--- src/rtl/sva_stim_gen.sv ---
`default_nettype none
// ============================================================================
// Module   : sva_stim_gen
// Purpose  : Stimulus generator for the SVA checker of property
//            "c&&b |-> done; !c |-> lazy; c&&a&&!b ##1 b |-> done".
//            Accepts a command (mode + repeat count). Each 'step' pulse is one
//            checker clock edge. On that edge it registers new a/b/c values and
//            the expected succ/fail/lazy verdict from a built-in reference model.
// Ports    : sys_clk/sys_rst      clock, synchronous active-high reset
//            step                 one checker clock edge per pulse
//            cmd_valid/ready      command handshake (ready only in IDLE)
//            cmd_mode/cmd_len     pattern select and repeat count
//            a, b, c              registered stimulus
//            exp_succ/fail/lazy   expected verdict, one cycle after a step
//            busy, done           command in progress / finished pulse
//            succ/fail/lazy_cnt   saturating totals of exp_* pulses
// Revision : 1.0  initial release
// ============================================================================
module sva_stim_gen #(
  parameter int          LEN_W = 8,
  parameter int          CNT_W = 16,
  parameter logic [15:0] SEED  = 16'hACE1
) (
  input  logic             sys_clk,
  input  logic             sys_rst,
  input  logic             step,
  input  logic             cmd_valid,
  output logic             cmd_ready,
  input  logic [2:0]       cmd_mode,
  input  logic [LEN_W-1:0] cmd_len,
  output logic             a,
  output logic             b,
  output logic             c,
  output logic             exp_succ,
  output logic             exp_fail,
  output logic             exp_lazy,
  output logic             busy,
  output logic             done,
  output logic [CNT_W-1:0] succ_cnt,
  output logic [CNT_W-1:0] fail_cnt,
  output logic [CNT_W-1:0] lazy_cnt
);

  localparam logic [2:0] MODE_PASS1  = 3'd0;
  localparam logic [2:0] MODE_PASS2  = 3'd2;
  localparam logic [2:0] MODE_FAIL0  = 3'd3;
  localparam logic [2:0] MODE_FAIL1  = 3'd4;
  localparam logic [2:0] MODE_RANDOM = 3'd5;

  typedef enum logic [1:0] {
    ST_IDLE  = 2'd0,
    ST_RUN_A = 2'd1,
    ST_RUN_B = 2'd2,
    ST_DONE  = 2'd3
  } state_t;

  state_t           state_q, state_d;
  logic [2:0]       mode_q, mode_d;
  logic [LEN_W-1:0] rep_q, rep_d;
  logic [15:0]      lfsr_q, lfsr_d;
  logic             pend_q, pend_d;
  logic             a_q, a_d, b_q, b_d, c_q, c_d;
  logic             exp_succ_q, exp_succ_d;
  logic             exp_fail_q, exp_fail_d;
  logic             exp_lazy_q, exp_lazy_d;
  logic             done_q, done_d;
  logic [CNT_W-1:0] succ_cnt_q, succ_cnt_d;
  logic [CNT_W-1:0] fail_cnt_q, fail_cnt_d;
  logic [CNT_W-1:0] lazy_cnt_q, lazy_cnt_d;

  // Values that will be driven if a step occurs this cycle
  logic drv_a, drv_b, drv_c;
  logic two_step;
  logic use_lfsr;

  function automatic logic [CNT_W-1:0] sat_inc(input logic [CNT_W-1:0] v, input logic en);
    return (en && !(&v)) ? v + CNT_W'(1) : v;
  endfunction

  always_comb begin
    state_d    = state_q;
    mode_d     = mode_q;
    rep_d      = rep_q;
    lfsr_d     = lfsr_q;
    pend_d     = pend_q;
    a_d        = a_q;
    b_d        = b_q;
    c_d        = c_q;
    exp_succ_d = 1'b0;
    exp_fail_d = 1'b0;
    exp_lazy_d = 1'b0;
    done_d     = (state_q == ST_DONE);
    succ_cnt_d = succ_cnt_q;
    fail_cnt_d = fail_cnt_q;
    lazy_cnt_d = lazy_cnt_q;
    drv_a      = 1'b0;
    drv_b      = 1'b0;
    drv_c      = 1'b0;
    two_step   = 1'b0;
    use_lfsr   = 1'b0;

    // Pattern decode; IDLE and DONE leave the all-zero drive
    case (state_q)
      ST_RUN_A: begin
        case (mode_q)
          MODE_PASS1: begin drv_c = 1'b1; drv_b = 1'b1; end
          MODE_FAIL0: drv_c = 1'b1;
          MODE_PASS2, MODE_FAIL1: begin
            drv_c    = 1'b1;
            drv_a    = 1'b1;
            two_step = 1'b1;
          end
          MODE_RANDOM: begin
            {drv_a, drv_b, drv_c} = lfsr_q[2:0];
            use_lfsr = 1'b1;
            // Random pattern that opens a two-cycle attempt gets its second step
            two_step = lfsr_q[0] & lfsr_q[2] & ~lfsr_q[1];
          end
          default: ; // LAZY (1, 6, 7): all zero
        endcase
      end
      ST_RUN_B: begin
        case (mode_q)
          MODE_PASS2: drv_b = 1'b1;
          MODE_RANDOM: begin
            {drv_a, drv_b, drv_c} = lfsr_q[2:0];
            use_lfsr = 1'b1;
          end
          default: ; // FAIL1: all zero
        endcase
      end
      default: ;
    endcase

    // Command accept is independent of step; a coincident step drives IDLE values
    if (state_q == ST_IDLE && cmd_valid) begin
      mode_d  = cmd_mode;
      rep_d   = cmd_len;
      state_d = (cmd_len != '0) ? ST_RUN_A : ST_DONE;
    end else if (state_q == ST_DONE) begin
      state_d = ST_IDLE;
    end

    if (step) begin
      a_d = drv_a;
      b_d = drv_b;
      c_d = drv_c;
      if (use_lfsr) begin
        lfsr_d = {lfsr_q[14:0], lfsr_q[15] ^ lfsr_q[13] ^ lfsr_q[12] ^ lfsr_q[10]};
      end

      // Outstanding two-cycle attempt resolves on this step's b
      if (pend_q) begin
        if (drv_b) exp_succ_d = 1'b1;
        else       exp_fail_d = 1'b1;
      end
      // New attempt starting at this step
      pend_d = 1'b0;
      if (drv_c && drv_b)  exp_succ_d = 1'b1;
      else if (!drv_c)     exp_lazy_d = 1'b1;
      else if (drv_a)      pend_d     = 1'b1;
      else                 exp_fail_d = 1'b1;

      succ_cnt_d = sat_inc(succ_cnt_q, exp_succ_d);
      fail_cnt_d = sat_inc(fail_cnt_q, exp_fail_d);
      lazy_cnt_d = sat_inc(lazy_cnt_q, exp_lazy_d);

      if ((state_q == ST_RUN_A && !two_step) || state_q == ST_RUN_B) begin
        rep_d   = rep_q - LEN_W'(1);
        state_d = (rep_q == LEN_W'(1)) ? ST_DONE : ST_RUN_A;
      end else if (state_q == ST_RUN_A) begin
        state_d = ST_RUN_B;
      end
    end
  end

  always_ff @(posedge sys_clk) begin
    if (sys_rst) begin
      state_q    <= ST_IDLE;
      mode_q     <= 3'd0;
      rep_q      <= '0;
      lfsr_q     <= SEED;
      pend_q     <= 1'b0;
      a_q        <= 1'b0;
      b_q        <= 1'b0;
      c_q        <= 1'b0;
      exp_succ_q <= 1'b0;
      exp_fail_q <= 1'b0;
      exp_lazy_q <= 1'b0;
      done_q     <= 1'b0;
      succ_cnt_q <= '0;
      fail_cnt_q <= '0;
      lazy_cnt_q <= '0;
    end else begin
      state_q    <= state_d;
      mode_q     <= mode_d;
      rep_q      <= rep_d;
      lfsr_q     <= lfsr_d;
      pend_q     <= pend_d;
      a_q        <= a_d;
      b_q        <= b_d;
      c_q        <= c_d;
      exp_succ_q <= exp_succ_d;
      exp_fail_q <= exp_fail_d;
      exp_lazy_q <= exp_lazy_d;
      done_q     <= done_d;
      succ_cnt_q <= succ_cnt_d;
      fail_cnt_q <= fail_cnt_d;
      lazy_cnt_q <= lazy_cnt_d;
    end
  end

  assign cmd_ready = (state_q == ST_IDLE);
  assign busy      = (state_q != ST_IDLE);
  assign done      = done_q;
  assign a         = a_q;
  assign b         = b_q;
  assign c         = c_q;
  assign exp_succ  = exp_succ_q;
  assign exp_fail  = exp_fail_q;
  assign exp_lazy  = exp_lazy_q;
  assign succ_cnt  = succ_cnt_q;
  assign fail_cnt  = fail_cnt_q;
  assign lazy_cnt  = lazy_cnt_q;

endmodule
`default_nettype wire

--- config.mk ---
export PLATFORM = sky130hd
export DESIGN_NAME = sva_stim_gen
export DESIGN_NICKNAME = d
export VERILOG_FILES = /design/src/rtl/sva_stim_gen.sv
export SDC_FILE = /design/constraint.sdc
export NUM_CORES = 1
export LEC_CHECK = 0
export CAP_MARGIN = 40
export CORE_MARGIN = 4
export CORE_UTILIZATION = 50
export CTS_BUF_LIST = sky130_fd_sc_hd__clkbuf_4 sky130_fd_sc_hd__clkbuf_8 sky130_fd_sc_hd__clkbuf_16
export DETAILED_ROUTE_END_ITERATION = 6
export PLACE_DENSITY = 0.76
export REMOVE_ABC_BUFFERS = 1
export SYNTH_ARGS = -nofsm -noshare
export SYNTH_HDL_FRONTEND = slang
export SYNTH_SLANG_ARGS = --single-unit
export TNS_END_PERCENT = 20
--- constraint.sdc ---
create_clock -name sys_clk -period 3.5 [get_ports sys_clk]
set_input_delay 0.35 -clock sys_clk [delete_from_list [all_inputs] [get_ports sys_clk]]
set_output_delay 0.35 -clock sys_clk [all_outputs]
set_load 0.05 [all_outputs]
======== Word level (Yosys, flattened, before mapping) ========
Index checks and enable logic that the tools add are counted.
operators by class
  add/subtract/negate cells ............... 4
  equal/unequal tests ..................... 8
  mux-type cells .......................... 39
  bitwise operators ....................... 7
  reduce and logical (&&, ||, !) cells .... 26
operators by type and width
  operator                                                            number
  16-bit by 1-bit adder with 16-bit output, second input constant     3
  16-bit AND reduction                                                3
  8-bit two-way mux                                                   3
  1-bit two-way mux                                                   21
  1-bit case mux with 2 select lines                                  8
  2-bit two-way mux                                                   7
  8-bit by 1-bit == test with 1-bit output, second input constant     1
  2-bit AND reduction                                                 4
  8-bit nonzero test                                                  1
  8-bit by 1-bit subtractor with 8-bit output, second input constant  1
  3-bit by 2-bit == test with 1-bit output, second input constant     2
  3-bit == test, second input constant                                2
  1-bit logical AND                                                   6
  2-bit OR reduction                                                  3
  2-bit == test, second input constant                                2
  1-bit zero test                                                     4
  4-bit OR reduction                                                  1
  3-bit zero test                                                     1
  1-bit bitwise XOR                                                   3
  1-bit AND                                                           2
  2-bit by 1-bit == test with 1-bit output, second input constant     1
  2-bit zero test                                                     1
  1-bit NOT                                                           2
  2-bit nonzero test                                                  1
  1-bit logical OR                                                    1
storage, ports and cells
  flip-flop bits (word level) ............. 85
  input port bits ......................... 15
  output and inout bits ................... 57
  word-level logic and storage cells ...... 99

======== Depth between registers and ports, before layout ========
  depth after elaboration ................. 11
  gate-level depth with buffers ........... 10
  mapped depth without buffers ............ 8

======== Worst setup path after synthesis ========
No wires, ideal clock.
  kind .................................... reg-to-reg
  start ................................... reg state_q[1]
  end ..................................... reg fail_cnt_q[7] (netlist: fail_cnt[7])
  setup time .............................. 0.123 ns
  arrival time ............................ 2.135 ns
  required time ........................... 3.377 ns
  path slack .............................. 1.242 ns
  cell stages (with the launch flop) ...... 11
  buffers on the path ..................... 2
  period minus slack after synthesis ...... 2.258 ns
  path through ............................ dfxtp_1 inv_1 ha_1 buf_4 o2111ai_1 a21oi_2 o21ai_4 o21ai_2 buf_2 nor4_1 mux2_1
on the way
  cells in the longest elaborated chain, start to end .. 10
  elaborated cells between the ends (all ways) .. 14
  classes of those cells .................. eq/ne: 2; mux: 9; reduce/logical: 3
ends and longest elaborated chain
  item                                                                       RTL line  source
  start: declaration                                                         57        state_t state_q, state_d;
  start signal: assignment                                                   195       state_q <= state_d;
  2-bit == test or 2-bit by 1-bit == test with 1-bit output (tied branches)  103       case (state_q)
  1-bit case mux with 2 select lines                                         103
  1-bit two-way mux                                                          154       if (drv_b) exp_succ_d = 1'b1;
  1-bit two-way mux                                                          153       if (pend_q) begin
  1-bit two-way mux                                                          161       else if (drv_a) pend_d = 1'b1;
  1-bit two-way mux                                                          160       else if (!drv_c) exp_lazy_d = 1'b1;
  1-bit two-way mux (*)                                                      159       if (drv_c && drv_b) exp_succ_d = 1'b1;
  1-bit two-way mux (*)                                                      144       if (step) begin
  1-bit logical AND (*)                                                      77        return (en && !(&v)) ? v + CNT_W'(1) : v;
  2-bit AND reduction (no source line) (*)                                   n/a
  end signal: assignment                                                     208       fail_cnt_q <= fail_cnt_d;
  end: declaration                                                           68        logic [CNT_W-1:0] fail_cnt_q, fail_cnt_d;
Mark *: on every way between the ends. The rest lies on a longest branch, timed or not. The select of a mux whose other input is x is not followed.
A chain may end at the register's enable or synchronous reset.

======== Worst setup path in the final report ========
  start ................................... reg state_q[1]
  end ..................................... reg succ_cnt_q[11] (netlist: succ_cnt[11])
on the way
  cells in the longest elaborated chain, start to end .. 8
  elaborated cells between the ends (all ways) .. 11
  classes of those cells .................. eq/ne: 2; mux: 6; reduce/logical: 3
ends and longest elaborated chain
  item                                                                       RTL line  source
  2-bit == test or 2-bit by 1-bit == test with 1-bit output (tied branches)  103
  1-bit case mux with 2 select lines                                         103
  1-bit two-way mux                                                          154
  1-bit two-way mux                                                          153
  1-bit two-way mux (*)                                                      159
  1-bit two-way mux (*)                                                      144
  1-bit logical AND (*)                                                      77
  2-bit AND reduction (no source line) (*)                                   n/a
  end signal: assignment                                                     207       succ_cnt_q <= succ_cnt_d;
  end: declaration                                                           67        logic [CNT_W-1:0] succ_cnt_q, succ_cnt_d;
Marked as above.

==> flow_summary.yaml <==
sta:
  slew_viol_final: 0
  fin_worst_skew_ps: 8.90
  worst_pin_slew_ps: 901
  hold_viol: 0
  grt_setup_unrepaired: "false"
  clock.fmax_mhz: 360
  max_slew_margin_pct: 39.7
  fin_crit_sh_pct: 79.4
  fin_crit_ps: 2780
  fin_ws_ps: 721
  setup_viol: 0
  tns_ps: 0
clock_tree:
  cts_buffers: 9
  insertion_delay_ps: 350
  postCtsResizedCells: 0
  cts.sinks: 85
  holdBufCountCts: 0
  htree_levels: 3
  cts_buffer_depth: 2
  post-cts-setup-buffers: 0
  path_clk_slew_ps: 80
  cts_tree: "built"
  cts_root_buf: "clkbuf_8"
critical_path:
  slowest_delay_ps: 460
  arrival_ps: 2990
  end_kind: "flip-flop"
  critPathKind: "flip-flop to flip-flop"
  crit_required_ps: 3710
  reg2reg_slack_ps: 720
  cp_max_fo: 18
  startpoint_type: "flip-flop"
  crit_slowest_cell: "nor4_1"
  crit_chain: "inv_1 > ha_1 > or3b_1 > a21oi_2 > o2111ai_2 > nor4_1 > xnor2_1 > nor2_1"
placed_design:
  finalWeightedCongestion: 0.837
  port_buffers: 71
  pre_cts_ws_ps: 780
  dpl.cell_count: 673
  hpwlAfterDp_mm: 6.87
floorplan:
  die_h_um: 100
  die-area_um2: 10000
  ioPinCount: 72
  start_util_pct: 51.6
  core_area_um2: 8220
  placementRows: 33
  die_w_um: 100
finish:
  nets: 604
  drive_gt1_share_pct: 5.82
  fin_cells: 689
  syn_to_final_growth_pct: 23.8
  layout_common_cells: "85 x dfxtp_1, 70 x clkdlybuf4s50_1, 64 x nand2_1, 50 x nor2_1, 40 x a21oi_1"
  final_common_cell: "dfxtp_1"
  final_util_pct: 63.9
  antenna_cells: 0
synth:
  syn_area_um2: 4240
  synth_top_area_share_pct: 40.2
  yosys_warnings: 0
  async_reset_ff_share_pct: 0
  synth_edf_count: 0
  ys.flop_type: "dfxtp_1"
  synth_area_leaders: "dfxtp_1 40%, nand2_1 5.7%, a21oi_1 4.7%"
  yosysTopAreaCell: "dfxtp_1"
  synth_seq_area_share_pct: 40.2
  ys_seq_elements: 85
  synth.distinct_cells: 59
  syn_inst: 521
  avgSynthCellArea_um2: 8.13
route:
  num_vias: 3922
  remaining_drc_errors: 0
  first_pass_iters: 5
  wl_per_cell_um: 14.2
  viasPerCell: 5.69
  ant_nets: 0
  first_iter_violations: 158
  drt_wl_total_mm: 9.81
pwr:
  peakVddDrop_uv: 229
  cellLeakagePower_nw: 1.82
  power_w: 0.00238
  pwr_density_cell_nw_per_um2: 453
global_route:
  track_usage_pct: 19.9
  grt_pass1_vias: 3697
  grt_start_max_net_pins: 77
  grt_pass1_wl_mm: 16.4
  antenna_found_initial: 0
  grt_overflow: 0
min_path:
  hp-class: "flip-flop to flip-flop"
job:
  max_cap_violations: 0
run_status:
  status: "completed"
==> path summary, 6_finish.rpt <==
kind,start,end,depth (start not counted)
worst max-delay path,state_q[1],succ_cnt[11],8
worst min-delay path,lfsr_q[14],lfsr_q[14],2
worst max register to register,state_q[1],succ_cnt[11],8
worst min register to register,lfsr_q[14],lfsr_q[14],2
==> cells by family after synthesis <==
kind of cell | count (synthesis) | synth area share [%]
xor+xnor | 32 | 6.61
simple gates | 253 | 30.3
flops | 85 | 40.2
fa+ha+maj | 10 | 2.95
compound gates | 95 | 14.8
buf+inv | 42 | 4.19
mux | 4 | 1.00
==> layout make-up <==
type                       instances  area (um2)
multi-input combinational        394        2360
inverter                          15        56.3
sequential                        85        1700
clock buffer                      10         138
clock inverter                     6         134
timing repair buffer              74         728
tap                              105         131
fill                             720        2970
==> critical path, delay by kind of cell (launching register included) <==
family,cells,cell delay [ps]
and+or+nand+nor,3,920
buffers and inverters,1,100
adders and majority gates,1,380
AOI/OAI and AO/OA,2,710
DFF,1,360
xor gates and xnor gates,1,160
==> routing by layer <==
metal | share of wire (%) | track usage, % | up-vias
met4 | 0.95 | 7.56 | 0
li1 | - | - | 1961
met5 | 0 | 0 | -
met2 | 49 | 33.8 | 87
met3 | 4.8 | 4.52 | 11
met1 | 46 | 24.6 | 1863
==> registers in the layout (all words and copies together) (netlist names) <==
register / count
pend_q: 1
exp_lazy: 1
mode_q: 3
lazy_cnt: 16
exp_fail: 1
rep_q: 8
exp_succ: 1
b: 1
done: 1
succ_cnt: 16
state_q: 2
a: 1
lfsr_q: 16
fail_cnt: 16
c: 1
==> stage by stage <==
stage	cell area [um2]	hold WS [ps]
finish	5250	458
global route	5250	474
CTS	5250	460
detailed placement	4980	449
global placement	4980	436
floorplan	4120	419
==> where the power goes <==
group / switching, W / total (W) / internal (W)
Sequential: 0.0000403 / 0.00104 / 0.00100
Combinational: 0.000269 / 0.000426 / 0.000157
Clock: 0.000344 / 0.000909 / 0.000566
==> cell usage after synthesis (all sizes together), types with 4 or more instances <==
library cell  number
dfxtp             85
nand2             64
nor2              50
a21oi             41
nand3             34
o21ai             21
xnor2             19
clkbuf            18
nand4             17
nor3              16
inv               14
or3               14
xor2              13
and3              12
ha                10
nor4              10
buf                9
nor2b              6
o31ai              6
or4                6
and2               5
and4               4
o2111ai            4
Power figures use the tool's default switching activity.
